File: config.mk
export PLATFORM = sky130hd
export DESIGN_NAME = led_bank_arbiter
export DESIGN_NICKNAME = d
export VERILOG_FILES = /design/src/rtl/led_bank_arbiter.sv
export SDC_FILE = /design/constraint.sdc
export NUM_CORES = 1
export LEC_CHECK = 0
export CAP_MARGIN = 25
export CORE_MARGIN = 2
export CORE_UTILIZATION = 57
export DETAILED_ROUTE_END_ITERATION = 8
export PLACE_DENSITY = 0.84
export RECOVER_POWER = 50
export SYNTH_ARGS = -nofsm -noshare
export SYNTH_HDL_FRONTEND = slang
export SYNTH_SLANG_ARGS = --single-unit
File: constraint.sdc
create_clock -name clk -period 3.2 [get_ports clk]
set_input_delay 0.32 -clock clk [delete_from_list [all_inputs] [get_ports clk]]
set_output_delay 0.32 -clock clk [all_outputs]
set_load 0.05 [all_outputs]
File: src/rtl/led_bank_arbiter.sv
// led_bank_arbiter: arbitrates an active-low LED bank among a heartbeat
// pattern, a host override pattern and blinked error codes.
// Priority: error > host > heartbeat.
// Optional build macro: LED_ERR_LATCH_EN (sticky fault; error bursts repeat
// until reset and the host is locked out).
module led_bank_arbiter #(
    parameter int NUM_LED    = 8,
    parameter int PRESCALE   = 65536,
    parameter int HOLD_TICKS = 32,
    parameter int GAP_TICKS  = 4
) (
    input  logic               clk,
    input  logic               rst,
    input  logic [NUM_LED-1:0] hb_pattern_i,
    input  logic               host_req_i,
    input  logic [NUM_LED-1:0] host_pattern_i,
    output logic               host_ack_o,
    input  logic               err_valid_i,
    input  logic [3:0]         err_code_i,
    output logic               err_ready_o,
    output logic [NUM_LED-1:0] led_o,
    output logic [1:0]         owner_o
);

    localparam int PW   = $clog2(PRESCALE);
    localparam int TMAX = (HOLD_TICKS > GAP_TICKS) ? HOLD_TICKS : GAP_TICKS;
    localparam int TW   = $clog2(TMAX + 1);

    typedef enum logic [2:0] {
        ST_HB,
        ST_HOST,
        ST_ERR_ON,
        ST_ERR_OFF,
        ST_ERR_GAP
    } state_t;

    state_t             state_q, state_d;
    logic [PW-1:0]      presc_q;
    logic [TW-1:0]      cnt_q, cnt_d;
    logic [3:0]         blink_q, blink_d;
    logic [NUM_LED-1:0] hpat_q, hpat_d;
    logic [NUM_LED-1:0] led_q;
    logic [1:0]         owner_q;
    logic [NUM_LED-1:0] disp;
    logic               tick;
    logic               err_acc;
    logic               host_latch;
`ifdef LED_ERR_LATCH_EN
    logic [3:0]         code_q, code_d;
`endif

    assign tick        = (presc_q == PW'(PRESCALE - 1));
    // The error port is only open while the bank is not already showing an error.
    assign err_ready_o = ((state_q == ST_HB) || (state_q == ST_HOST)) && !rst;
    assign err_acc     = err_valid_i && err_ready_o;
    assign host_ack_o  = host_latch && !rst;
    assign led_o       = led_q;
    assign owner_o     = owner_q;

    // Next-state logic: arbitration, hold/gap tick counting and blink counting.
    always_comb begin
        state_d    = state_q;
        cnt_d      = cnt_q;
        blink_d    = blink_q;
        hpat_d     = hpat_q;
        host_latch = 1'b0;
`ifdef LED_ERR_LATCH_EN
        code_d     = code_q;
`endif
        if (tick) begin
            cnt_d = cnt_q + TW'(1);
        end
        case (state_q)
            ST_HB: begin
                // An error handshake (even code 0) wins the cycle over the host.
                if (err_acc) begin
                    if (err_code_i != 4'd0) begin
                        state_d = ST_ERR_ON;
                        blink_d = err_code_i;
`ifdef LED_ERR_LATCH_EN
                        code_d  = err_code_i;
`endif
                    end
                end else if (host_req_i) begin
                    host_latch = 1'b1;
                    hpat_d     = host_pattern_i;
                    state_d    = ST_HOST;
                end
            end
            ST_HOST: begin
                if (err_acc && (err_code_i != 4'd0)) begin
                    state_d = ST_ERR_ON;
                    blink_d = err_code_i;
`ifdef LED_ERR_LATCH_EN
                    code_d  = err_code_i;
`endif
                end else if (tick && (cnt_q == TW'(HOLD_TICKS - 1))) begin
                    if (host_req_i) begin
                        // Re-latch and restart the hold without leaving HOST.
                        host_latch = 1'b1;
                        hpat_d     = host_pattern_i;
                        cnt_d      = '0;
                    end else begin
                        state_d = ST_HB;
                    end
                end
            end
            ST_ERR_ON: begin
                if (tick) begin
                    state_d = ST_ERR_OFF;
                end
            end
            ST_ERR_OFF: begin
                if (tick) begin
                    blink_d = blink_q - 4'd1;
                    state_d = (blink_q == 4'd1) ? ST_ERR_GAP : ST_ERR_ON;
                end
            end
            ST_ERR_GAP: begin
                if (tick && (cnt_q == TW'(GAP_TICKS - 1))) begin
`ifdef LED_ERR_LATCH_EN
                    state_d = ST_ERR_ON;
                    blink_d = code_q;
`else
                    state_d = ST_HB;
`endif
                end
            end
            default: begin
                state_d = ST_HB;
            end
        endcase
        // Every phase starts with a fresh tick count.
        if (state_d != state_q) begin
            cnt_d = '0;
        end
    end

    // Pattern selected for display by the current state.
    always_comb begin
        disp = '0;
        case (state_q)
            ST_HB:      disp = hb_pattern_i;
            ST_HOST:    disp = hpat_q;
            ST_ERR_ON:  disp = '1;
            default:    disp = '0;
        endcase
    end

    // Control registers: state, prescaler, tick counter and registered outputs.
    always_ff @(posedge clk) begin
        if (rst) begin
            state_q <= ST_HB;
            presc_q <= '0;
            cnt_q   <= '0;
            led_q   <= '1;
            owner_q <= 2'd0;
        end else begin
            state_q <= state_d;
            cnt_q   <= cnt_d;
            // Prescaler restarts on every state change so phases are whole ticks.
            if (tick || (state_d != state_q)) begin
                presc_q <= '0;
            end else begin
                presc_q <= presc_q + PW'(1);
            end
            led_q <= ~disp;
            case (state_q)
                ST_HB:   owner_q <= 2'd0;
                ST_HOST: owner_q <= 2'd1;
                default: owner_q <= 2'd2;
            endcase
        end
    end

    // Data registers: latched host pattern and blink count (no reset needed).
    always_ff @(posedge clk) begin
        hpat_q  <= hpat_d;
        blink_q <= blink_d;
`ifdef LED_ERR_LATCH_EN
        code_q  <= code_d;
`endif
    end

endmodule
# Word-level counts from Yosys, hierarchy flattened
# Cells that the tools add are included.
[classes]
n_addsub = 3
n_eq_ne = 16
muxes = 33
n_bitwise = 1
n_reduce_logical = 17
[ops]
columns = ["operator", "count"]
rows = [
  ["8-bit two-way mux", 4],
  ["3-bit two-way mux", 10],
  ["6-bit two-way mux", 5],
  ["8-bit one-hot mux with 3 select lines", 1],
  ["16-bit by 1-bit adder with 16-bit output (second input constant)", 1],
  ["16-bit == test (second input constant)", 1],
  ["4-bit two-way mux", 4],
  ["8-bit one-hot mux with 2 select lines", 1],
  ["3-bit one-hot mux with 5 select lines", 1],
  ["4-bit one-hot mux with 3 select lines", 1],
  ["2-bit != test (second input constant)", 4],
  ["8-bit NOT", 1],
  ["6-bit by 1-bit adder with 6-bit output (second input constant)", 1],
  ["3-bit by 2-bit == test with 1-bit output (second input constant)", 2],
  ["6-bit by 2-bit == test with 1-bit output (second input constant)", 1],
  ["6-bit by 5-bit == test with 1-bit output (second input constant)", 1],
  ["1-bit logical AND", 6],
  ["2-bit by 1-bit != test with 1-bit output (second input constant)", 3],
  ["5-bit AND reduction", 1],
  ["4-bit by 1-bit == test with 1-bit output (second input constant)", 1],
  ["1-bit two-way mux", 4],
  ["2-bit one-hot mux with 2 select lines", 1],
  ["4-bit AND reduction", 1],
  ["4-bit nonzero test", 1],
  ["other kinds (11)", 13],
]
[word_totals]
register_bits = 47
input_bits = 24
word_cells = 77

# Logic depth before layout (Yosys ltp)
# Gate-level depths: netlist (run 1).
[depth]
word_depth = 10
depth_mapped = 7

# Worst setup path before layout (run 1)
# Ideal clock, no wire load.
[synth_timing]
path_kind = "register to output"
start = "register state_q[1]"
end = "output host_ack_o"
arrival_ns = 2.246
setup_slack_ns = 0.634
path_stages_with_launch = 4
path_cell_list = "dfxtp_1 > clkbuf_1 > nor3_1 > and2_1"
[synth_via]
elab_chain_len = 8
[synth_lines]
columns = ["element", "line_no", "text"]
rows = [
  ["start, declared", "37", "state_t state_q, state_d;"],
  ["start signal, assigned", "159", "state_q <= state_d;"],
  ["3-bit by 1-bit == test with 1-bit output / 3-bit logical NOT (equally long branches)", "54", "assign err_ready_o = ((state_q == ST_HB) || (state_q == ST_HOST)) && !rst;"],
  ["1-bit logical OR *", "54", ""],
  ["1-bit logical AND *", "54", ""],
  ["via err_ready_o", "20", "output logic err_ready_o,"],
  ["1-bit logical AND *", "55", "assign err_acc = err_valid_i && err_ready_o;"],
  ["1-bit logical AND", "91", "if (err_acc && (err_code_i != 4'd0)) begin"],
  ["1-bit two-way mux", "91", ""],
  ["1-bit one-hot mux with 2 select lines *", "73", "case (state_q)"],
  ["1-bit logical AND *", "56", "assign host_ack_o = host_latch && !rst;"],
  ["end, declared", "17", "output logic host_ack_o,"],
]
# Mark *: on every way through the listed nets, which the timed path passes. The rest lies on a longest branch.

# Worst setup path in the final report (run 1)
[layout_timing]
start = "register cnt_q[0]"
end = "output host_ack_o"
[layout_via]
elab_chain_len = 6
[layout_lines]
columns = ["element", "line_no", "text"]
rows = [
  ["start, declared", "39", "logic [TW-1:0] cnt_q, cnt_d;"],
  ["start signal, assigned", "160", "cnt_q <= cnt_d;"],
  ["6-bit by 5-bit == test with 1-bit output", "97", "end else if (tick && (cnt_q == TW'(HOLD_TICKS - 1))) begin"],
  ["1-bit logical AND", "97", ""],
  ["1-bit two-way mux", "97", ""],
  ["1-bit two-way mux", "91", ""],
  ["1-bit one-hot mux with 2 select lines", "73", ""],
  ["1-bit logical AND", "56", ""],
]
# Every way passes these cells.

==> metrics.md, run 1 <==
| Metric | Value |
|---|---|
| Status | `complete, no violations` |
| Yosys cell types | `41` |
| Design area | `2720 um2` |
| Skew final | `0.00687 ns` |
| Port buffer count | `35` |
| Via density | `5.57` |
| CTS sink count | `47` |
| Max stage delay on crit path | `0.48 ns` |
| DIE AREA | `4420 um2` |
| Reg clk slew, reported paths | `0.08 ns` |
| Synthesized area | `2230 um2` |
| # resized after CTS | `0` |
| Post-synthesis sequential area ratio | `47.7%` |
| Rows | `22` |
| Startpoint types | `flop` |
| Fin. max-slew vios | `0` |
| Drt total wl | `4320 um` |
| Hold endpoint | `presc_q[0]` |
| Commonest non-fill, non-tap cells in the layout | `dfxtp_1, nand2_1, nor3_1, nor2_1, dlygate4sd3_1` |
| Worst-Skew Late Latency | `0.30 ns` |
| DRC | `0` |
| FFs w/ async S/R, synth | `0%` |
| # diodes | `0` |
| Unrepaired setup endpoints after global routing | `no` |
| Worst-path maximum fanout | `9` |
| Clock root buffer | `clkbuf_8` |
| Maximum number of pins on one net before global-route repair | `23` |
| Top_reg_cell synth | `dfxtp_1` |
| Fin. Hold Viols | `0` |
| Ys Warns | `0` |
| Post-synth EDFFs | `12` |
| Setup ws final | `0.546 ns` |
| DP Wirelength | `3050 um` |
| First-pass GRT wire length | `7270 um` |
| Worst Hold Class | `flop to flop` |
| Routability cong. | `0.840` |
| Max-Cap Viols | `0` |
| Number of global-route vias before repair | `1703` |
| Number of synthesized register bits | `47` |
| Top sig layer | `met4` |
| Antenna violations before repair | `0` |
| Fin crit share | `82.9%` |
| Worst r2r dst | `blink_q[3]` |
| Mapped Avg Cell Area | `9.76 um2` |
| GRT Overall Usage | `21.9%` |
| CTS tree | `done` |
| Crit. End Element | `primary output` |
| Layout cells sized above 1 | `7.98%` |
| Hold Startpoint | `presc_q[0]` |
| Metal-1 WL | `1900 um` |
| Die height | `66.5 um` |
| Area Overhead vs Synth | `22.3%` |
| Htree depth | `2` |
| Worst Path Required | `2.88 ns` |
| R2R depth | `5` |
| DIE WIDTH | `66.5 um` |
| Placed Area | `2610 um2` |
| Hold buffer count at CTS | `0` |
| Syn nets | `256` |
| Clock Path Buffers | `2` |
| Grt ovf | `0` |
| Most frequent CP cell | `nand4_1` |
| Setup TNS | `0 ns` |
| Per-cell routed wire length | `13.9 um` |
| PwrDens | `475 nW/um2` |
| Worst IR drop on VDD | `260 uV` |
| Boundary pin count | `36` |
| Nets | `290` |
| CP arrival | `2.33 ns` |
| Antenna viol nets, final | `0` |
| Worst Max-Slew Pin Slew | `0.717 ns` |
| Cell family with the largest share of critical-path delay | `simple AND/OR/NAND/NOR gates` |
| Most common cell after layout, fill and taps aside | `dfxtp_1` |
| CP bufs+invs | `2` |
| Final setup fails | `0` |
| Pleak | `0.00101 uW` |
| Routed length on met3 | `178 um` |
| Drt initial violations | `89` |
| Starting density of the core | `59.9%` |
| Hold depth | `1` |
| Met2 wire length | `2160 um` |
| Reg-to-reg setup timing slack | `0.99 ns` |
| Peak Freq | `377 MHz` |
| Slowest-stage cell, CP | `nor4_4` |
| Total number of vias | `1731` |
| Post-CTS Setup Repair Bufs | `0` |
| Worst rel slew slack | `52.2%` |
| Reg2Reg Launch Point | `presc_q[0]` |
| Num CTS Buffers | `5` |
| Drt first pass iters | `4` |
| Core Footprint | `3720 um2` |
| Critical path, cell by cell | `ha_1, nand4_1, nor4_4, nand4_1, o21ai_0, buf_4, and2_1, buf_12` |
| Final period demand of the worst path | `2.65 ns` |
| Synth Instances | `228` |
| WS Path Type | `flop to primary output` |
| Setup WS pre-CTS | `0.697 ns` |
registers in the layout, indices dropped and copies added, names as in the netlist:
register  cells
led_o         8
state_q       3
blink_q       4
presc_q      16
hpat_q        8
cnt_q         6
owner_o       2
metrics by stage:
| step | total power, uW | utilization (%) | cells | hold WS (ns) |
|---|---|---|---|---|
| after detailed placement | 882 | 70.2 | 303 | 0.473 |
| after CTS | 1310 | 73.2 | 311 | 0.485 |
| after floorplan | 808 | - | 228 | 0.419 |
| after global placement | 877 | 70.2 | 303 | 0.470 |
| final | 1290 | 73.2 | 311 | 0.482 |
| after global routing | 1340 | 73.2 | 311 | 0.508 |
final cells by class:
class | instances | area, um2
Fill cell | 279 | 995
Clock buffer | 5 | 68.8
Inverter | 3 | 11.3
Timing Repair Buffer | 36 | 368
Sequential cell | 47 | 1060
Multi-Input combinational cell | 169 | 1110
Clock inverter | 3 | 43.8
Tap cell | 48 | 60.1
worst register-to-register path, delay by kind of cell (launching register included):
kind	cells	cell delay, ns
simple gates	3	1.15
flops	1	0.37
compound gates	1	0.16
fa+ha+maj	1	0.22
synthesized netlist by cell type (all sizes together) (3+ instances only):
library cell | count | area (um2)
clkbuf | 6 | 22.5
nand4 | 9 | 77.6
nor4 | 3 | 48.8
inv | 3 | 11.3
edfxtp | 12 | 360
and4 | 3 | 26.3
xor2 | 11 | 96.3
ha | 4 | 50.1
xnor2 | 10 | 87.6
buf | 3 | 22.5
o21ai | 16 | 80.1
nand3 | 10 | 50.1
nor2 | 20 | 75.1
nor4b | 5 | 68.8
dfxtp | 35 | 701
nor3 | 21 | 105
nand2 | 30 | 113
a21oi | 3 | 15.0
o211a | 3 | 30.0
power breakdown:
group          total, uW  internal (uW)  switching [uW]
Sequential           658            638            20.8
Combinational        202           78.0             124
Clock                432            233             200
Total               1290            948             344
routing by layer:
| metal | global-route usage (%) | up-vias |
|---|---|---|
| met4 | 9.18 | 0 |
| met3 | 4.05 | 10 |
| met2 | 39.3 | 43 |
| met1 | 25.6 | 796 |
| li1 | - | 882 |
| met5 | 0 | - |
how the worst max path moves through the flow:
stage                       endpoint     startpoint  slack, ns  cells past startpoint
after floorplan           host_ack_o     state_q[1]       0.63                      3
after global placement    host_ack_o  err_code_i[0]       0.74                      8
after detailed placement  host_ack_o  err_code_i[0]       0.70                      8
after CTS                 host_ack_o       cnt_q[0]       0.52                      8
after global routing      host_ack_o       cnt_q[0]       0.35                      8
final                     host_ack_o       cnt_q[0]       0.55                      8
logic make-up (layout without fill, tap and decap cells):
group / Yosys count / after routing / synth area share [%]
buf+inv: 12 / 47 / 2.53
xor+xnor: 21 / 21 / 8.26
flops: 47 / 47 / 47.7
mux: 1 / 1 / 0.450
compound gates: 28 / 28 / 9.16
simple gates: 115 / 115 / 29.7
fa+ha+maj: 4 / 4 / 2.25
Power figures use the tool's default switching activity.
==> inputs of run 2 (changes only) <==
--- a/config.mk
+++ b/config.mk
@@ -7,9 +7,9 @@
 export LEC_CHECK = 0
 export CAP_MARGIN = 25
 export CORE_MARGIN = 2
-export CORE_UTILIZATION = 57
+export CORE_UTILIZATION = 48
 export DETAILED_ROUTE_END_ITERATION = 8
-export PLACE_DENSITY = 0.84
+export PLACE_DENSITY = 0.76
 export RECOVER_POWER = 50
 export SYNTH_ARGS = -nofsm -noshare
 export SYNTH_HDL_FRONTEND = slang
==> constraint.sdc (replaced) <==
create_clock -name clk -period 2.4 [get_ports clk]
set_input_delay 0.24 -clock clk [delete_from_list [all_inputs] [get_ports clk]]
set_output_delay 0.24 -clock clk [all_outputs]
set_load 0.05 [all_outputs]
==> run 2 against run 1 <==
- worst setup slack got worse by 0.33 ns
- wire length shrank 5.0%
- combinational power is 35% higher
- sequential share of layout area fell by 0.42 points
- largest cell class unchanged
- global-route usage is 5.2 points lower
- die area increased by 18%
- non-clock buffer count up 5
- clock skew is 0.0023 ns higher
- design area up 1.2%
- register-to-register slack got worse by 0.72 ns
- final cell count rose by 2.9%
==> metrics.md, run 2 (synthesis results as in run 1) <==
| Metric | Value |
|---|---|
| CTS tree | `done` |
| DIE WIDTH | `72.1 um (+8.4%)` |
| Drt first pass iters | `4 (unchanged)` |
| Worst Max-Slew Pin Slew | `0.591 ns (-0.126 ns)` |
| Post-CTS Setup Repair Bufs | `0 (unchanged)` |
| Hold buffer count at CTS | `0 (unchanged)` |
| Reg clk slew, reported paths | `0.08 ns (about the same)` |
| Nets | `295 (+1.7%)` |
| Worst IR drop on VDD | `390 uV (+50%)` |
| Setup TNS | `0 ns (unchanged)` |
| Peak Freq | `457 MHz` |
| Most common cell after layout, fill and taps aside | `dfxtp_1` |
| Worst Path Required | `2.16 ns (-0.72 ns)` |
| Pleak | `0.00102 uW (+1.4%)` |
| Unrepaired setup endpoints after global routing | `no` |
| Crit. End Element | `primary output` |
| Worst Hold Class | `flop to flop` |
| Die height | `72.1 um (+8.4%)` |
| # resized after CTS | `0 (unchanged)` |
| Starting density of the core | `50.4% (-9.5 points)` |
| Final period demand of the worst path | `2.19 ns` |
| Clock root buffer | `clkbuf_8` |
| Max stage delay on crit path | `0.39 ns (-0.09 ns)` |
| Per-cell routed wire length | `12.8 um (-7.7%)` |
| Via density | `5.30 (-4.7%)` |
| Fin crit share | `91.1%` |
| Htree depth | `2 (unchanged)` |
| WS Path Type | `flop to primary output` |
| DIE AREA | `5200 um2 (+18%)` |
| Number of global-route vias before repair | `1562 (-8.3%)` |
| Total number of vias | `1697 (-2.0%)` |
| Fillcell total | `357 (+28%)` |
| Startpoint types | `flop` |
| Skew final | `0.00918 ns (+0.00231 ns)` |
| Port buffer count | `35 (unchanged)` |
| Critical path, cell by cell | `ha_1, nand4_1, nor4_4, nand4_1, o21ai_0, and2_1, buf_12` |
| GRT Overall Usage | `16.7% (-5.2 points)` |
| DRC | `0 (unchanged)` |
| # diodes | `0 (unchanged)` |
| Drt initial violations | `108 (+21%)` |
| Worst rel slew slack | `60.8% (+8.6 points)` |
| Num CTS Buffers | `5 (unchanged)` |
| Max-Cap Viols | `0 (unchanged)` |
| PwrDens | `615 nW/um2 (+29%)` |
| Grt ovf | `0 (unchanged)` |
| Rows | `24 (+9.1%)` |
| Fin. max-slew vios | `0 (unchanged)` |
| CTS sink count | `47 (unchanged)` |
| Fin. Hold Viols | `0 (unchanged)` |
| Antenna viol nets, final | `0 (unchanged)` |
| Area Overhead vs Synth | `23.7%` |
| Antenna violations before repair | `0 (unchanged)` |
| Final setup fails | `0 (unchanged)` |
| Commonest non-fill, non-tap cells in the layout | `dfxtp_1, nand2_1, nor2_1, nor3_1, dlygate4sd3_1` |
| Most frequent CP cell | `nand4_1` |
| Routability cong. | `0.808 (-3.8%)` |
| Core Footprint | `4410 um2 (+19%)` |
| Slowest-stage cell, CP | `dfxtp_1` |
| Tot Pwr | `1690 uW (+31%)` |
| Status | `complete, no violations` |
| Worst-path maximum fanout | `4 (-5)` |
| Drt total wl | `4100 um (-5.0%)` |
| Worst-Skew Late Latency | `0.30 ns (about the same)` |
| DP Wirelength | `2820 um (-7.7%)` |
| Largest register FFs | `16 (unchanged)` |
| CP arrival | `1.95 ns (-0.38 ns)` |
| Layout cells sized above 1 | `9.70% (+1.7 points)` |
| Maximum number of pins on one net before global-route repair | `23 (unchanged)` |
| Clock Path Buffers | `2 (unchanged)` |
| First-pass GRT wire length | `6900 um (-5.0%)` |
| Most flop-heavy register | `presc_q` |
| Boundary pin count | `36 (unchanged)` |
run 2: report_power, final:
group          internal, uW  total (uW)  switching [uW]
Clock                   272         547             275
Sequential              850         874            23.8
Combinational           104         272             168
run 2: final cells by class:
cell class	count	area [um2]	area share (%)
inverters	3	11.3	0.409
clock inverters	2	16.3	0.591
flip-flops and latches	47	1060	38.6
multi-input cells	169	1110	40.4
clock buffers	6	93.8	3.41
well taps	52	65.1	2.36
repair buffers	41	392	14.2
run 2: through the flow:
stage | setup WS, ns | cells | hold WS, ns | util [%] | area [um2]
after floorplan | 0.111 | 228 | 0.339 | - | 2230
after global placement | 0.299 | 312 | 0.471 | 60.1 | 2650
after detailed placement | 0.251 | 312 | 0.471 | 60.1 | 2650
after CTS | 0.139 | 320 | 0.479 | 62.6 | 2760
after global routing | 0.0216 | 320 | 0.518 | 62.4 | 2750
final | 0.214 | 320 | 0.486 | 62.4 | 2750
run 2: final timing paths:
check	to	cells past startpoint	slack, ns	from
min reg2reg	presc_q[0]	1	0.49	presc_q[0]
min	presc_q[0]	1	0.49	presc_q[0]
max	host_ack_o	7	0.21	cnt_q[1]
max reg2reg	cnt_q[3]	7	0.27	presc_q[0]
run 2: routing by layer:
layer / vias to the layer above / routed length, um / GRT usage [%]
met3: 4 / 169 / 4.17
li1: 889 / - / -
met4: 0 / 51 / 7.13
met1: 771 / 1950 / 20.9
met2: 33 / 1930 / 27.4
met5: - / 0 / 0
run 2: worst max-delay path, delay by kind of cell (launching register included):
| kind | cells | cell delay, ns |
|---|---|---|
| AOI/OAI and AO/OA | 1 | 0.13 |
| adders and majority gates | 1 | 0.17 |
| buffers and inverters | 1 | 0.14 |
| DFF | 1 | 0.39 |
| and+or+nand+nor | 4 | 0.82 |
